$ cat src/rtl/mic_capture_fifo.sv
// mic_capture_fifo
//   Sound-in capture for the monitor link. An I2S stream (bclk/lrck/data),
//   asynchronous to clk, is oversampled and deframed into (L, R) frames.
//   One channel (or the signed mean of both) is encoded as 8-bit mu-law or
//   16-bit linear. Samples are packed MSB-first into 32-bit words and queued
//   in a small FIFO for the packet sender.
//
// Ports
//   clk, rst_n                : monitor clock, async active-low reset
//   record_start/record_stop  : one-clk control pulses (stop wins)
//   bclk, lrck, audio_data_in : raw I2S inputs (lrck 0 = left)
//   mode                      : 0 = mu-law (4 per word), 1 = linear (2 per word)
//   chan_sel                  : 0/3 left, 1 right, 2 signed mean
//   mic_data, mic_data_valid  : FIFO head word and its valid flag
//   mic_data_retrieved        : pop strobe
//   fifo_level                : words currently stored
//   overflow                  : sticky, a completed word was dropped
//   mic_debug                 : {mic_data_valid, record active}
module mic_capture_fifo #(
    parameter int SAMPLE_BITS     = 16,
    parameter int FIFO_DEPTH      = 4,
    parameter int START_DELAY     = 100,
    parameter int PREFILL_SILENCE = 1
) (
    input  logic                          clk,
    input  logic                          rst_n,
    input  logic                          record_start,
    input  logic                          record_stop,
    input  logic                          bclk,
    input  logic                          lrck,
    input  logic                          audio_data_in,
    input  logic                          mode,
    input  logic [1:0]                    chan_sel,
    output logic [31:0]                   mic_data,
    output logic                          mic_data_valid,
    input  logic                          mic_data_retrieved,
    output logic [$clog2(FIFO_DEPTH):0]   fifo_level,
    output logic                          overflow,
    output logic [1:0]                    mic_debug
);
    localparam int AW = $clog2(FIFO_DEPTH);
    localparam int LW = AW + 1;
    localparam int BW = $clog2(SAMPLE_BITS + 1);
    localparam int DW = $clog2(START_DELAY + 1);
    localparam logic [BW-1:0] BITS_ALL  = BW'(SAMPLE_BITS);
    localparam logic [BW-1:0] BITS_LAST = BW'(SAMPLE_BITS - 1);
    localparam logic [DW-1:0] DLY_LAST  = DW'(START_DELAY - 1);
    localparam logic [LW-1:0] FULL_LVL  = LW'(FIFO_DEPTH);

    typedef enum logic [1:0] {IDLE, DELAY, ACTIVE} state_t;

    // 13-bit linear to mu-law: the classic biased 16-bit encoder fed with
    // the 13 significant bits, giving 0 -> 0xFF and full scale -> 0x80.
    function automatic logic [7:0] lin2mlaw(input logic [12:0] x);
        logic [15:0] s;
        logic [15:0] mag;
        logic        sgn;
        logic [2:0]  e;
        logic [3:0]  m;
        s   = {x, 3'b000};
        sgn = s[15];
        mag = sgn ? (~s + 16'd1) : s;
        if (mag > 16'd32635) mag = 16'd32635;
        mag = mag + 16'd132;
        e   = 3'd0;
        for (int i = 1; i < 8; i++) if (mag[i+7]) e = 3'(i);
        m   = 4'(mag >> ({1'b0, e} + 4'd3));
        return ~{sgn, e, m};
    endfunction

    // Signed mean: 17-bit sum, arithmetic shift right by one.
    function automatic logic [15:0] mix_lr(input logic [15:0] l, input logic [15:0] r);
        logic signed [16:0] sum;
        sum = $signed({l[15], l}) + $signed({r[15], r});
        return sum[16:1];
    endfunction

    function automatic logic [15:0] pick(input logic [1:0] c, input logic [15:0] l,
                                         input logic [15:0] r);
        case (c)
            2'd1:    return r;
            2'd2:    return mix_lr(l, r);
            default: return l;
        endcase
    endfunction

    logic [1:0]             bclk_sync, lrck_sync, data_sync;
    logic                   bclk_prev, lrck_last;
    logic                   slot_live, slot_right, left_ok, frame_vld;
    logic [BW-1:0]          bit_cnt;
    logic [SAMPLE_BITS-1:0] shift, shift_next;
    logic [15:0]            left_smp, frame_l, frame_r, sel;
    logic                   rise, lrck_s, data_s, slot_start, shift_en, slot_done;

    state_t                 state, state_next;
    logic                   enter_active, flush;
    logic [DW-1:0]          dly_cnt;
    logic                   lin_q;
    logic [1:0]             chan_q;
    logic [1:0]             pack_idx;
    logic [31:0]            pack_sr, packed_next, push_word;
    logic                   pack_last, frame_take, push_req;
    logic [31:0]            mem [FIFO_DEPTH];
    logic [AW-1:0]          rd_ptr, wr_ptr;
    logic [LW-1:0]          count;
    logic                   full, pop, do_push, push_drop;

    assign lrck_s     = lrck_sync[1];
    assign data_s     = data_sync[1];
    assign rise       = bclk_sync[1] & ~bclk_prev;
    // The rise that reveals an LRCK change carries the I2S one-bit delay.
    assign slot_start = rise && (lrck_s != lrck_last);
    assign shift_en   = rise && (lrck_s == lrck_last) && slot_live && (bit_cnt < BITS_ALL);
    assign slot_done  = shift_en && (bit_cnt == BITS_LAST);
    assign shift_next = {shift[SAMPLE_BITS-2:0], data_s};

    // ---- Front end: synchronise, detect BCLK rises, deframe ----
    always_ff @(posedge clk or negedge rst_n) begin
        if (!rst_n) begin
            bclk_sync  <= '0;
            lrck_sync  <= '0;
            data_sync  <= '0;
            bclk_prev  <= 1'b0;
            lrck_last  <= 1'b0;
            slot_live  <= 1'b0;
            slot_right <= 1'b0;
            left_ok    <= 1'b0;
            frame_vld  <= 1'b0;
            bit_cnt    <= '0;
            shift      <= '0;
            left_smp   <= '0;
            frame_l    <= '0;
            frame_r    <= '0;
        end else begin
            bclk_sync <= {bclk_sync[0], bclk};
            lrck_sync <= {lrck_sync[0], lrck};
            data_sync <= {data_sync[0], audio_data_in};
            bclk_prev <= bclk_sync[1];
            frame_vld <= 1'b0;
            if (slot_start) begin
                lrck_last  <= lrck_s;
                slot_live  <= 1'b1;
                slot_right <= lrck_s;
                bit_cnt    <= '0;
                if (!lrck_s) left_ok <= 1'b0;
            end else if (shift_en) begin
                shift   <= shift_next;
                bit_cnt <= bit_cnt + BW'(1);
                if (slot_done) begin
                    if (!slot_right) begin
                        left_ok  <= 1'b1;
                        left_smp <= shift_next[SAMPLE_BITS-1 -: 16];
                    end else if (left_ok) begin
                        frame_vld <= 1'b1;
                        frame_l   <= left_smp;
                        frame_r   <= shift_next[SAMPLE_BITS-1 -: 16];
                        left_ok   <= 1'b0;
                    end
                end
            end
        end
    end

    // ---- Record FSM next state ----
    always_comb begin
        state_next   = state;
        enter_active = 1'b0;
        case (state)
            IDLE:    if (record_start && !record_stop) state_next = DELAY;
            DELAY: begin
                if (record_stop)              state_next = IDLE;
                else if (record_start)        state_next = DELAY;
                else if (dly_cnt == DLY_LAST) begin
                    state_next   = ACTIVE;
                    enter_active = 1'b1;
                end
            end
            ACTIVE: begin
                if (record_stop)       state_next = IDLE;
                else if (record_start) state_next = DELAY;
            end
            default: state_next = IDLE;
        endcase
    end

    // A start in any state flushes too: in IDLE the FIFO is already empty.
    assign flush       = record_stop | record_start;
    assign sel         = pick(chan_q, frame_l, frame_r);
    assign packed_next = lin_q ? {pack_sr[15:0], sel} : {pack_sr[23:0], lin2mlaw(sel[15:3])};
    assign pack_last   = lin_q ? (pack_idx == 2'd1) : (pack_idx == 2'd3);
    assign frame_take  = frame_vld && (state == ACTIVE) && !flush;

    assign full           = (count == FULL_LVL);
    assign mic_data_valid = (state == ACTIVE) && (count != '0);
    assign pop            = mic_data_valid && mic_data_retrieved && !flush;
    assign do_push        = push_req && !flush && (!full || pop);
    assign push_drop      = push_req && !flush && full && !pop;

    // ---- Record control, packer and FIFO bookkeeping ----
    always_ff @(posedge clk or negedge rst_n) begin
        if (!rst_n) begin
            state     <= IDLE;
            dly_cnt   <= '0;
            overflow  <= 1'b0;
            lin_q     <= 1'b0;
            chan_q    <= '0;
            pack_idx  <= '0;
            pack_sr   <= '0;
            push_req  <= 1'b0;
            push_word <= '0;
            rd_ptr    <= '0;
            wr_ptr    <= '0;
            count     <= '0;
        end else begin
            state <= state_next;
            if (record_start)        dly_cnt <= '0;
            else if (state == DELAY) dly_cnt <= dly_cnt + DW'(1);

            if (record_start && !record_stop) begin
                overflow <= 1'b0;
                lin_q    <= mode;
                chan_q   <= chan_sel;
            end else if (push_drop) begin
                overflow <= 1'b1;
            end

            if (flush) begin
                push_req <= 1'b0;
                pack_idx <= '0;
            end else if (enter_active) begin
                push_req  <= (PREFILL_SILENCE != 0);
                push_word <= lin_q ? 32'h0000_0000 : 32'hFFFF_FFFF;
            end else if (frame_take) begin
                pack_sr <= packed_next;
                if (pack_last) begin
                    push_req  <= 1'b1;
                    push_word <= packed_next;
                    pack_idx  <= '0;
                end else begin
                    push_req  <= 1'b0;
                    pack_idx  <= pack_idx + 2'd1;
                end
            end else begin
                push_req <= 1'b0;
            end

            if (flush) begin
                rd_ptr <= '0;
                wr_ptr <= '0;
                count  <= '0;
            end else begin
                if (do_push) wr_ptr <= wr_ptr + AW'(1);
                if (pop)     rd_ptr <= rd_ptr + AW'(1);
                count <= count + LW'(do_push) - LW'(pop);
            end
        end
    end

    // ---- FIFO storage ----
    always_ff @(posedge clk) begin
        if (do_push) mem[wr_ptr] <= push_word;
    end

    assign mic_data   = (count != '0) ? mem[rd_ptr] : 32'h0000_0000;
    assign fifo_level = count;
    assign mic_debug  = {mic_data_valid, state == ACTIVE};

endmodule

$ cat config.mk
export PLATFORM = sky130hd
export DESIGN_NAME = mic_capture_fifo
export DESIGN_NICKNAME = d
export VERILOG_FILES = /design/src/rtl/mic_capture_fifo.sv
export SDC_FILE = /design/constraint.sdc
export NUM_CORES = 1
export LEC_CHECK = 0
export BUFFER_PORTS_ARGS = -buffer_cell sky130_fd_sc_hd__buf_2
export CAP_MARGIN = 30
export CORE_UTILIZATION = 35
export DETAILED_ROUTE_END_ITERATION = 16
export PLACE_DENSITY = 0.55
export SLEW_MARGIN = 20
export SYNTH_ARGS = -nofsm -noshare
export SYNTH_HDL_FRONTEND = slang
export SYNTH_SLANG_ARGS = --single-unit
export TNS_END_PERCENT = 50
$ cat constraint.sdc
create_clock -name clk -period 8.18 [get_ports clk]
set_input_delay 1.636 -clock clk [delete_from_list [all_inputs] [get_ports clk]]
set_output_delay 1.636 -clock clk [all_outputs]
set_load 0.02 [all_outputs]
==> flow_summary.html <==
<table>
<tr><th>Metric</th><th>Value</th></tr>
<tr><th colspan="2">Drt</th></tr>
<tr><td>Detail Route Antenna Nets</td><td>0</td></tr>
<tr><td>Number of search-and-repair iterations in the first detailed-routing pass</td><td>4</td></tr>
<tr><td>Via count of the routed design</td><td>9,216</td></tr>
<tr><td>Detailed-route DRC error count</td><td>0</td></tr>
<tr><td>Starting DRT DRC Count</td><td>514</td></tr>
<tr><td>Vias per inst</td><td>5.17</td></tr>
<tr><td>Final Routed Wirelength</td><td>30.3 mm</td></tr>
<tr><td>Average detailed-routed wire length per instance</td><td>17.0 um</td></tr>
<tr><th colspan="2">Clock network</th></tr>
<tr><td>CTS-repair resized insts</td><td>0</td></tr>
<tr><td>CTS H-tree lvls</td><td>1</td></tr>
<tr><td>Root buf cell</td><td>clkbuf_16</td></tr>
<tr><td>Clk slew on worst S/H paths</td><td>60 ps</td></tr>
<tr><td>CTS max path bufs</td><td>3</td></tr>
<tr><td>Clock tree from TritonCTS</td><td>built</td></tr>
<tr><td>Number of CTS-inserted buffers</td><td>30</td></tr>
<tr><td>Sink Count</td><td>286</td></tr>
<tr><td>Post-CTS repair timing setup buffer count</td><td>0</td></tr>
<tr><td>Cts-stage hold buffer count</td><td>0</td></tr>
<tr><td>Clock latency at the later pin of the worst-skew pair</td><td>570 ps</td></tr>
<tr><th colspan="2">Logic synthesis</th></tr>
<tr><td>Proportion of synthesized chip area in sequential cells</td><td>0.568</td></tr>
<tr><td>Yosys top cell area share</td><td>0.288</td></tr>
<tr><td>Most instantiated flip-flop cell in the synthesis netlist</td><td>dfrtp_1</td></tr>
<tr><td>Synthesized instance count</td><td>1,199</td></tr>
<tr><td>Number of enable-type register cells in the synthesized netlist</td><td>128</td></tr>
<tr><td>Library cell with the largest summed area after synthesis</td><td>dfrtp_1</td></tr>
<tr><td>Proportion of register bits with asynchronous set or reset after synthesis</td><td>0.552</td></tr>
<tr><td>Syn_nets</td><td>1,240</td></tr>
<tr><td>Top post-synthesis cells by area</td><td>dfrtp_1 (29%), edfxtp_1 (28%), nand2_1 (6.0%), mux4_2 (5.4%), ha_1 (2.6%)</td></tr>
<tr><td>Synthesized area per cell</td><td>11.4 um^2</td></tr>
<tr><td>Cell area after synthesis</td><td>13,700 um^2</td></tr>
<tr><td>Leading cell types by count after synthesis</td><td>nand2_1 (219), dfrtp_1 (158), edfxtp_1 (128)</td></tr>
<tr><td>Warnings from Yosys</td><td>0</td></tr>
<tr><td>Most frequent cell after synthesis</td><td>nand2_1</td></tr>
<tr><td>Register bit count reported by yosys</td><td>286</td></tr>
<tr><td>Netlist cell types</td><td>75</td></tr>
<tr><th colspan="2">Cells and area</th></tr>
<tr><td>Ratio of cells with drive above 1 in the final layout</td><td>0.160</td></tr>
<tr><td>Filler instances</td><td>3,698</td></tr>
<tr><td>Number of nets at the end of the flow</td><td>1,281</td></tr>
<tr><td>Antenna Cells</td><td>0</td></tr>
<tr><td>Layout Area Growth over Synthesis</td><td>13.5%</td></tr>
<tr><th colspan="2">STA</th></tr>
<tr><td>Setup skew after layout</td><td>11.9 ps</td></tr>
<tr><td>Final critical-path share of the clock period</td><td>0.827</td></tr>
<tr><td>RSZ-0062 raised after global routing</td><td>no</td></tr>
<tr><td>Final TNS setup</td><td>0 ps</td></tr>
<tr><td>Max-slew violation count</td><td>0</td></tr>
<tr><td>Min Tclk post-route</td><td>6760 ps</td></tr>
<tr><td>Number of hold violations in the final report</td><td>0</td></tr>
<tr><td>Slew at the pin with the worst max-slew slack</td><td>863 ps</td></tr>
<tr><td>Final setup violation count</td><td>0</td></tr>
<tr><td>Worst-case headroom to the max-slew limit</td><td>0.422</td></tr>
<tr><td>Highest clock rate</td><td>148 MHz</td></tr>
<tr><th colspan="2">Global route</th></tr>
<tr><td>Global-route wire length before repair</td><td>49.6 mm</td></tr>
<tr><td>Number of antenna violations at the first check in global routing</td><td>0</td></tr>
<tr><td>Maximum number of pins on one net before global-route repair</td><td>60</td></tr>
<tr><td>Aggregate global routing overflow</td><td>0</td></tr>
<tr><td>GRT Overall Usage</td><td>0.155</td></tr>
<tr><td>Via count of the first global-routing pass</td><td>9,185</td></tr>
<tr><th colspan="2">Setup path</th></tr>
<tr><td>Type of element capturing the critical path</td><td>flop</td></tr>
<tr><td>Slack of the worst reg-to-reg path</td><td>1420 ps</td></tr>
<tr><td>Startpoint class of the critical path</td><td>flop</td></tr>
<tr><td>Required time of the critical path</td><td>8630 ps</td></tr>
<tr><td>Data arrival time of the critical path</td><td>7220 ps</td></tr>
<tr><td>Maximum net fanout on the critical path</td><td>25</td></tr>
<tr><td>Type of the worst setup path</td><td>flop to flop</td></tr>
<tr><th colspan="2">Job</th></tr>
<tr><td># Max-Cap Violations</td><td>0</td></tr>
<tr><th colspan="2">Floorplan</th></tr>
<tr><td>Die H</td><td>200 um</td></tr>
<tr><td>DIE AREA</td><td>40,000 um^2</td></tr>
<tr><td>Number of cell rows</td><td>72</td></tr>
<tr><td>Die X</td><td>200 um</td></tr>
<tr><td>Area of the core</td><td>38,600 um^2</td></tr>
<tr><td>Initial core utilization</td><td>0.355</td></tr>
<tr><td>Io pins</td><td>50</td></tr>
<tr><th colspan="2">Placement</th></tr>
<tr><td>Detail Placement HPWL</td><td>20.1 mm</td></tr>
<tr><td>Buffers added on ports</td><td>49</td></tr>
<tr><td>Routability-driven placement congestion ratio</td><td>0.871</td></tr>
<tr><th colspan="2">Power</th></tr>
<tr><td>Maximum VDD drop</td><td>0.168 mV</td></tr>
<tr><td>Leakage power</td><td>6.40 nW</td></tr>
<tr><td>Power density relative to cell area</td><td>221 nW/um^2</td></tr>
<tr><td>Post-layout power</td><td>3.45 mW</td></tr>
<tr><th colspan="2">Worst hold path</th></tr>
<tr><td>Worst hold-check path type</td><td>flop to flop</td></tr>
<tr><th colspan="2">Outcome</th></tr>
<tr><td>Outcome</td><td>complete, no violations</td></tr>
</table>
state kept, by name, summed over array words and instances (netlist names), 2 cells and up:
signal      cells
left_smp       16
bclk_sync       2
data_sync       2
frame_r        16
rd_ptr          2
chan_q          2
state           2
wr_ptr          2
dly_cnt         7
push_word      32
pack_idx        2
lrck_sync       2
frame_l        16
fifo_level      3
bit_cnt         5
pack_sr        24
shift          15
mem           128
where the power goes:
group          total (mW)  leakage, nW  internal, mW  switching (mW)
registers            1.59         3.30          1.54          0.0430
clock network        1.33        0.477         0.756           0.575
logic               0.532         2.62         0.204           0.328
routing by layer:
layer	up-vias	wire length [um]	track usage	part of all wire
li1	4439	-	-	-
met1	4592	14500	0.218	0.48
met2	140	14100	0.255	0.47
met3	45	1020	0.0208	0.034
met4	0	663	0.0379	0.022
met5	-	0	0	0
per-stage QoR:
step	hold WS, ps	instance area, um^2	cells	util	setup slack (ps)
floorplan	331	13700	1199	-	2370
global placement	332	14500	1722	0.376	1640
detailed placement	335	14600	1724	0.377	1470
CTS	349	15600	1780	0.403	1450
global route	357	15600	1782	0.403	862
finish	347	15600	1782	0.403	1420
cell families (layout without fill, tap and decap cells):
logic type | after synthesis | in the layout | share of synthesized area
compound gates | 246 | 246 | 0.120
xor+xnor | 34 | 34 | 0.0217
fa+ha+maj | 30 | 30 | 0.0284
buf+inv | 88 | 153 | 0.0248
flops | 286 | 286 | 0.568
mux | 83 | 83 | 0.0926
simple gates | 432 | 432 | 0.144
path summary, 6_finish.rpt:
check,startpoint,endpoint,cells past startpoint
max,chan_q[0]$_DFFE_PN0P_,push_word[2]$_DFFE_PN0P_,24
min,lrck_sync[0]$_DFF_PN0_,lrck_sync[1]$_DFF_PN0_,0
max reg2reg,chan_q[0]$_DFFE_PN0P_,push_word[2]$_DFFE_PN0P_,24
min reg2reg,lrck_sync[0]$_DFF_PN0_,lrck_sync[1]$_DFF_PN0_,0
max in group asynchronous,rst_n,rd_ptr[0]$_DFFE_PN0P_,2
min in group asynchronous,rst_n,shift[11]$_DFFE_PN0P_,1
placed cells by master (no fill, tap or decap), drive strengths merged, types with 7 or more instances in the layout:
cell    netlist  routed
a22oi        25      25
o21ai        68      68
mux4         33      33
nand2       219     219
a21oi        59      59
o221ai        8       8
mux2         22      22
nor3         14      14
and3          8       8
ha           28      28
a21o          7       7
dfrtp       158     158
clkinv        1      17
buf          10      71
o22ai         9       9
and2         13      13
xor2         18      18
nand3        19      19
nor2         76      76
edfxtp      128     128
nor2b        40      40
or2           7       7
mux2i        28      28
o211ai        7       7
a221o        10      10
o31ai         7       7
xnor2        16      16
nand4         7       7
a211oi        7       7
inv          25      27
nand2b        8       8
clkbuf       52      33
critical path, cell delays in order, from the launching register on:
cell and delay [ps]:
dfrtp_1 350, inv_1 60, ha_1 270, buf_4 280, inv_2 200, and3_1 220
a211oi_1 500, ha_1 290, o21ai_0 150, or2_2 380, nor3_1 450, nand2_1 130
nor4_1 660, o21bai_4 310, nor2_1 150, ha_1 300, o31ai_1 100, nor2_1 60
o311ai_0 180, o211ai_1 250, a32oi_4 470, mux2i_1 280, mux2i_1 100, o21a_1 200
a221o_1 290
cell type report:
class                           count  area (um^2)  area share
Sequential cell                   286         7800       0.501
Tap cell                          518          648      0.0416
Timing Repair Buffer               71          452      0.0290
Multi-Input combinational cell    825         5610       0.360
Clock inverter                     23          196      0.0126
Clock buffer                       33          782      0.0502
Inverter                           26         97.6     0.00626
No activity file was read; power rests on OpenSTA's default activity.
